--- src/rtl/mc_pkg.sv ---
// Shared encodings for the multi-cycle MIPS sequencing controller.
package mc_pkg;

   typedef enum logic [3:0] {
      S_IF     = 4'd0,
      S_ID     = 4'd1,
      S_MEMADR = 4'd2,
      S_MEMRD  = 4'd3,
      S_MEMWB  = 4'd4,
      S_MEMWR  = 4'd5,
      S_EXE    = 4'd6,
      S_RWB    = 4'd7,
      S_BR     = 4'd8,
      S_JMP    = 4'd9,
      S_IEXE   = 4'd10,
      S_IWB    = 4'd11,
      S_HALT   = 4'd12
   } state_t;

   localparam logic [5:0] OP_R    = 6'b000000;
   localparam logic [5:0] OP_LW   = 6'b100011;
   localparam logic [5:0] OP_SW   = 6'b101011;
   localparam logic [5:0] OP_BEQ  = 6'b000100;
   localparam logic [5:0] OP_BNE  = 6'b000101;
   localparam logic [5:0] OP_J    = 6'b000010;
   localparam logic [5:0] OP_ADDI = 6'b001000;
   localparam logic [5:0] OP_ANDI = 6'b001100;
   localparam logic [5:0] OP_ORI  = 6'b001101;

   localparam logic [1:0] ALU_ADD   = 2'b00;
   localparam logic [1:0] ALU_SUB   = 2'b01;
   localparam logic [1:0] ALU_FUNCT = 2'b10;
   localparam logic [1:0] ALU_LOGI  = 2'b11;

   localparam logic [1:0] SRCB_B       = 2'b00;
   localparam logic [1:0] SRCB_FOUR    = 2'b01;
   localparam logic [1:0] SRCB_SEXT    = 2'b10;
   localparam logic [1:0] SRCB_SEXT_SH = 2'b11;

   localparam logic [1:0] PCSRC_ALU    = 2'b00;
   localparam logic [1:0] PCSRC_ALUOUT = 2'b01;
   localparam logic [1:0] PCSRC_JUMP   = 2'b10;

   // andi/ori zero-extend their immediate; everything else sign-extends
   function automatic logic is_logic_imm(input logic [5:0] op);
      return (op == OP_ANDI) || (op == OP_ORI);
   endfunction

endpackage

--- src/rtl/mc_retire_counter.sv ---
// Retired-instruction counter; wraps modulo 2^CNT_W, cleared by async reset.
module mc_retire_counter
   import mc_pkg::*;
#(
   parameter int CNT_W = 32
) (
   input  logic             clk,
   input  logic             rst_n,
   input  logic             i_inc,
   output logic [CNT_W-1:0] o_count
);

   logic [CNT_W-1:0] r_count;

   always_ff @(posedge clk or negedge rst_n) begin
      if (!rst_n)
         r_count <= '0;
      else if (i_inc)
         r_count <= r_count + 1'b1;
   end

   assign o_count = r_count;

endmodule

--- src/rtl/mc_control.sv ---
// Multi-cycle sequencing controller: state register, Moore output decode and
// retirement tracking for the shared-ALU / unified-memory MIPS datapath.
//
// state  | meaning
// IF     | fetch at PC, PC+4; waits for mem_ready
// ID     | decode, branch target into ALUOut
// MEMADR | lw/sw address = A + SignExt
// MEMRD  | load read; waits for mem_ready
// MEMWB  | load writeback from MDR to rt
// MEMWR  | store write; waits for mem_ready
// EXE    | R-type ALU op
// RWB    | R-type writeback to rd
// BR     | beq/bne compare and conditional PC load
// JMP    | jump
// IEXE   | addi/andi/ori ALU op
// IWB    | immediate writeback to rt
// HALT   | undefined opcode trap; left only via reset
module mc_control
   import mc_pkg::*;
#(
   parameter int CNT_W        = 32,
   parameter bit ILLEGAL_HALT = 1'b1
) (
   input  logic             clk,
   input  logic             rst,
   input  logic [5:0]       opcode,
   input  logic             mem_ready,
   output logic             pc_write,
   output logic             pc_write_cond,
   output logic             branch_ne,
   output logic             iord,
   output logic             mem_read,
   output logic             mem_write,
   output logic             ir_write,
   output logic             mem_to_reg,
   output logic             reg_dst,
   output logic             reg_write,
   output logic             alu_src_a,
   output logic [1:0]       alu_src_b,
   output logic [1:0]       alu_op,
   output logic [1:0]       pc_source,
   output logic             sign,
   output logic             halted,
   output logic [CNT_W-1:0] instr_count
);

   state_t r_state;
   state_t w_next;
   logic   w_retire;

   always_comb begin
      w_next = r_state;
      case (r_state)
         S_IF:     w_next = mem_ready ? S_ID : S_IF;
         S_ID: begin
            case (opcode)
               OP_R:                      w_next = S_EXE;
               OP_LW, OP_SW:              w_next = S_MEMADR;
               OP_BEQ, OP_BNE:            w_next = S_BR;
               OP_J:                      w_next = S_JMP;
               OP_ADDI, OP_ANDI, OP_ORI:  w_next = S_IEXE;
               default:                   w_next = ILLEGAL_HALT ? S_HALT : S_IF;
            endcase
         end
         S_MEMADR: w_next = (opcode == OP_LW) ? S_MEMRD : S_MEMWR;
         S_MEMRD:  w_next = mem_ready ? S_MEMWB : S_MEMRD;
         S_MEMWB:  w_next = S_IF;
         S_MEMWR:  w_next = mem_ready ? S_IF : S_MEMWR;
         S_EXE:    w_next = S_RWB;
         S_RWB:    w_next = S_IF;
         S_BR:     w_next = S_IF;
         S_JMP:    w_next = S_IF;
         S_IEXE:   w_next = S_IWB;
         S_IWB:    w_next = S_IF;
         S_HALT:   w_next = S_HALT;
         default:  w_next = S_IF;
      endcase
   end

   always_ff @(posedge clk or negedge rst) begin
      if (!rst)
         r_state <= S_IF;
      else
         r_state <= w_next;
   end

   // Every path back into IF from another state completes an instruction
   assign w_retire = (w_next == S_IF) && (r_state != S_IF);

   mc_retire_counter #(.CNT_W(CNT_W)) u_retire (
      .clk     (clk),
      .rst_n   (rst),
      .i_inc   (w_retire),
      .o_count (instr_count)
   );

   // Decode is combinational so the IF strobes can follow mem_ready in-cycle
   always_comb begin
      pc_write      = 1'b0;
      pc_write_cond = 1'b0;
      branch_ne     = 1'b0;
      iord          = 1'b0;
      mem_read      = 1'b0;
      mem_write     = 1'b0;
      ir_write      = 1'b0;
      mem_to_reg    = 1'b0;
      reg_dst       = 1'b0;
      reg_write     = 1'b0;
      alu_src_a     = 1'b0;
      alu_src_b     = SRCB_B;
      alu_op        = ALU_ADD;
      pc_source     = PCSRC_ALU;
      sign          = 1'b0;
      halted        = 1'b0;
      if (rst) begin
         sign = !is_logic_imm(opcode);
         case (r_state)
            S_IF: begin
               mem_read  = 1'b1;
               alu_src_b = SRCB_FOUR;
               ir_write  = mem_ready;
               pc_write  = mem_ready;
            end
            S_ID:     alu_src_b = SRCB_SEXT_SH;
            S_MEMADR: begin
               alu_src_a = 1'b1;
               alu_src_b = SRCB_SEXT;
            end
            S_MEMRD: begin
               mem_read = 1'b1;
               iord     = 1'b1;
            end
            S_MEMWB: begin
               reg_write  = 1'b1;
               mem_to_reg = 1'b1;
            end
            S_MEMWR: begin
               mem_write = 1'b1;
               iord      = 1'b1;
            end
            S_EXE: begin
               alu_src_a = 1'b1;
               alu_op    = ALU_FUNCT;
            end
            S_RWB: begin
               reg_write = 1'b1;
               reg_dst   = 1'b1;
            end
            S_BR: begin
               alu_src_a     = 1'b1;
               alu_op        = ALU_SUB;
               pc_write_cond = 1'b1;
               pc_source     = PCSRC_ALUOUT;
               branch_ne     = (opcode == OP_BNE);
            end
            S_JMP: begin
               pc_write  = 1'b1;
               pc_source = PCSRC_JUMP;
            end
            S_IEXE: begin
               alu_src_a = 1'b1;
               alu_src_b = SRCB_SEXT;
               alu_op    = is_logic_imm(opcode) ? ALU_LOGI : ALU_ADD;
            end
            S_IWB:    reg_write = 1'b1;
            S_HALT:   halted = 1'b1;
            default:  halted = 1'b0;
         endcase
      end
   end

endmodule

--- config.mk ---
export PLATFORM = sky130hd
export DESIGN_NAME = mc_control
export DESIGN_NICKNAME = d
export VERILOG_FILES = /design/src/rtl/mc_pkg.sv /design/src/rtl/mc_retire_counter.sv /design/src/rtl/mc_control.sv
export SDC_FILE = /design/constraint.sdc
export NUM_CORES = 1
export LEC_CHECK = 0
export CAP_MARGIN = 10
export CORE_MARGIN = 8
export CORE_UTILIZATION = 25
export CTS_CLUSTER_DIAMETER = 60
export CTS_CLUSTER_SIZE = 28
export DETAILED_ROUTE_END_ITERATION = 7
export PLACE_DENSITY_LB_ADDON = 0.05
export SKIP_CTS_REPAIR_TIMING = 1
export SLEW_MARGIN = 20
export SYNTH_ARGS = -nofsm -noshare
export SYNTH_HDL_FRONTEND = slang
export SYNTH_SLANG_ARGS = --single-unit
--- constraint.sdc ---
create_clock -name clk -period 3.1 [get_ports clk]
set_input_delay 0.465 -clock clk [delete_from_list [all_inputs] [get_ports clk]]
set_output_delay 0.465 -clock clk [all_outputs]
set_load 0.01 [all_outputs]
==> reports/results.txt <==
Die Span X - 109 um
Dpl ws - 0.193 ns
Grt ovf - 0
Post-route clock period utilization - 90.5%
Synth area leaders - dfrtp_1, xnor2_1, nand4_1
Total leakage power - 1.18 nW
Row count - 34
Final wirelength - 6.43 mm
Hold slack - 0.0903 ns
Commonest non-fill, non-tap cell in the layout - clkdlybuf4s50_1
Post-route minimum period - 2.80 ns
Worst path cell trace - clkdlybuf4s50_1 -> nor3_1 -> nand3_1 -> o21ai_0 -> and3_1 -> clkdlybuf4s50_1
First-pass GRT wire length - 10.4 mm
Primary FF master, synth - dfrtp_1
WP data required - 2.63 ns
Std-Cell Core Area - 8550 um2
IO buf count - 59
Arr. time, crit path - 2.34 ns
Die H - 109 um
Drt first pass iters - 4
Nets - 310
Max Cap Viol - 0
Startpoint Class - input port
1st-iter DRT viols - 97
Die Area - 11900 um2
Largest net degree at the start of global routing - 31
Initial antenna violation count - 0
Placed Cells - 401
Yosys reg bits - 36
H-tree levels - 2
Clock root buffer - clkbuf_8
Final Skew - 0.0159 ns
Initial core utilization - 25.3%
Number of global-route vias before repair - 2027
Cell area after layout - 2990 um2
# setup viols final - 0
ANT cells - 0
Area share of the largest cell type after synthesis - 41.7%
Register area - 901 um2
Syn avg cell area - 9.08 um2
# clock sinks - 36
Routed WL per cell - 15.7 um
Final setup margin - 0.296 ns
Outcome - finished, final reports clean
Cell Pwr Density - 582 nW/um2
Ys async rst share - 100%
Worst Hold Class - input port to asynchronous set/reset pin
Slew @ Worst Pin - 0.634 ns
Final Hold Viols - 0
Synth warn - 0
Routability cong. - 0.765
Area growth syn-to-layout - 38.1%
Number of synthesized flops with an enable pin - 0
Yosys top cell by area - dfrtp_1
Share of cells above drive strength 1 - 8.31%
# DRC - 0
Non-Filler Instances - 409
Crit path kind - input port to primary output
Most frequent CP cell - clkdlybuf4s50_1
Relative slew slack - 57.3%
Sequential share of the synthesized area - 41.7%
Fmax - 357 MHz
Fin. max-slew vios - 0
Crit path max-delay cell type - clkdlybuf4s50_1
Via count - 1995
Final HPWL DP - 4.63 mm
Total Power - 1.74 mW
Placed cell area - 2890 um2
Clk buf depth - 2
Setup_tns - 0 ns
Fill cell count - 901
CTS tree - built
Crit end category - primary output
CTS Buf Count - 5
Crit Path Max Fanout - 6
CP peak stage delay - 0.53 ns
RSZ-0062 raised after global routing - false
Multi-input logic area - 1190 um2
Yosys cell types - 48
Peak VDD IR - 0.318 mV
Clock Latency Late Sink - 0.29 ns
Synth Net Count - 248
Commonest non-fill, non-tap cells in the layout - clkdlybuf4s50_1, dfrtp_1, xnor2_1
Total track usage - 10.9%
Mapped Area - 2160 um2
Cells after synthesis - 238
Final core utilization - 34.9%
ANT nets after route - 0
Clk pin slew, worst setup/hold paths - 0.08 ns
I/O pins - 60
Drt via density - 4.88
==> layer usage <==
layer  wire length [um]  global-route usage, %
met1               3160                   15.1
met2               2810                   16.0
met3                399                   3.25
met4                 61                   2.93
met5                  0                      0
==> worst paths after layout <==
kind	start	to	slack, ns	cells after the start
worst max-delay path	opcode[1]	alu_op[1]	0.30	6
worst min-delay path	rst	u_retire.o_count[9]	0.09	1
worst max register to register	r_state[3]	u_retire.o_count[1]	0.70	7
worst min register to register	u_retire.o_count[31]	u_retire.o_count[31]	0.48	1
max in group asynchronous	rst	r_state[2]	2.27	2
min in group clk	u_retire.o_count[31]	u_retire.o_count[31]	0.48	1
==> cell usage after synthesis, drive strengths merged (2+ instances only) <==
cell and number:
a21oi 8, and2 4, and3 10, buf 6, clkbuf 6, dfrtp 36, nand2 23, nand2b 4
nand3 17, nand4 20, nor2 17, nor2b 7, nor3 9, nor3b 2, o21ai 6, o22ai 2
o31a 2, o31ai 3, or2 3, or4 2, xnor2 29, xor2 3
==> cell families after synthesis <==
family          after synthesis  synth area share [%]
mux                           1                 0.521
simple gates                123                  31.3
compound gates               31                  9.67
fa+ha+maj                     1                 0.579
flops                        36                  41.7
buf+inv                      14                  3.36
xor+xnor                     32                  13.0
==> power breakdown <==
part,switching (mW),internal (mW),total (mW)
registers,0.103,0.519,0.622
logic,0.408,0.345,0.753
clock network,0.181,0.182,0.362
total,0.692,1.05,1.74
==> critical path: cells and delay by family <==
kind,cells,cell delay (ns)
compound gates,1,0.17
buf+inv,2,1.06
simple gates,3,0.65
==> layout make-up <==
class                   count  share of cell area (%)
flip-flops and latches     36                    30.2
multi-input cells         188                    39.8
clock buffers               6                    2.76
repair buffers             67                    22.0
clock inverters             2                   0.461
well taps                 108                    4.52
inverters                   2                   0.251
==> sequential cells by signal (all words and copies together), names as in the netlist <==
name,count
r_state,4
u_retire.o_count,32
(Power assumes the default switching activity.)
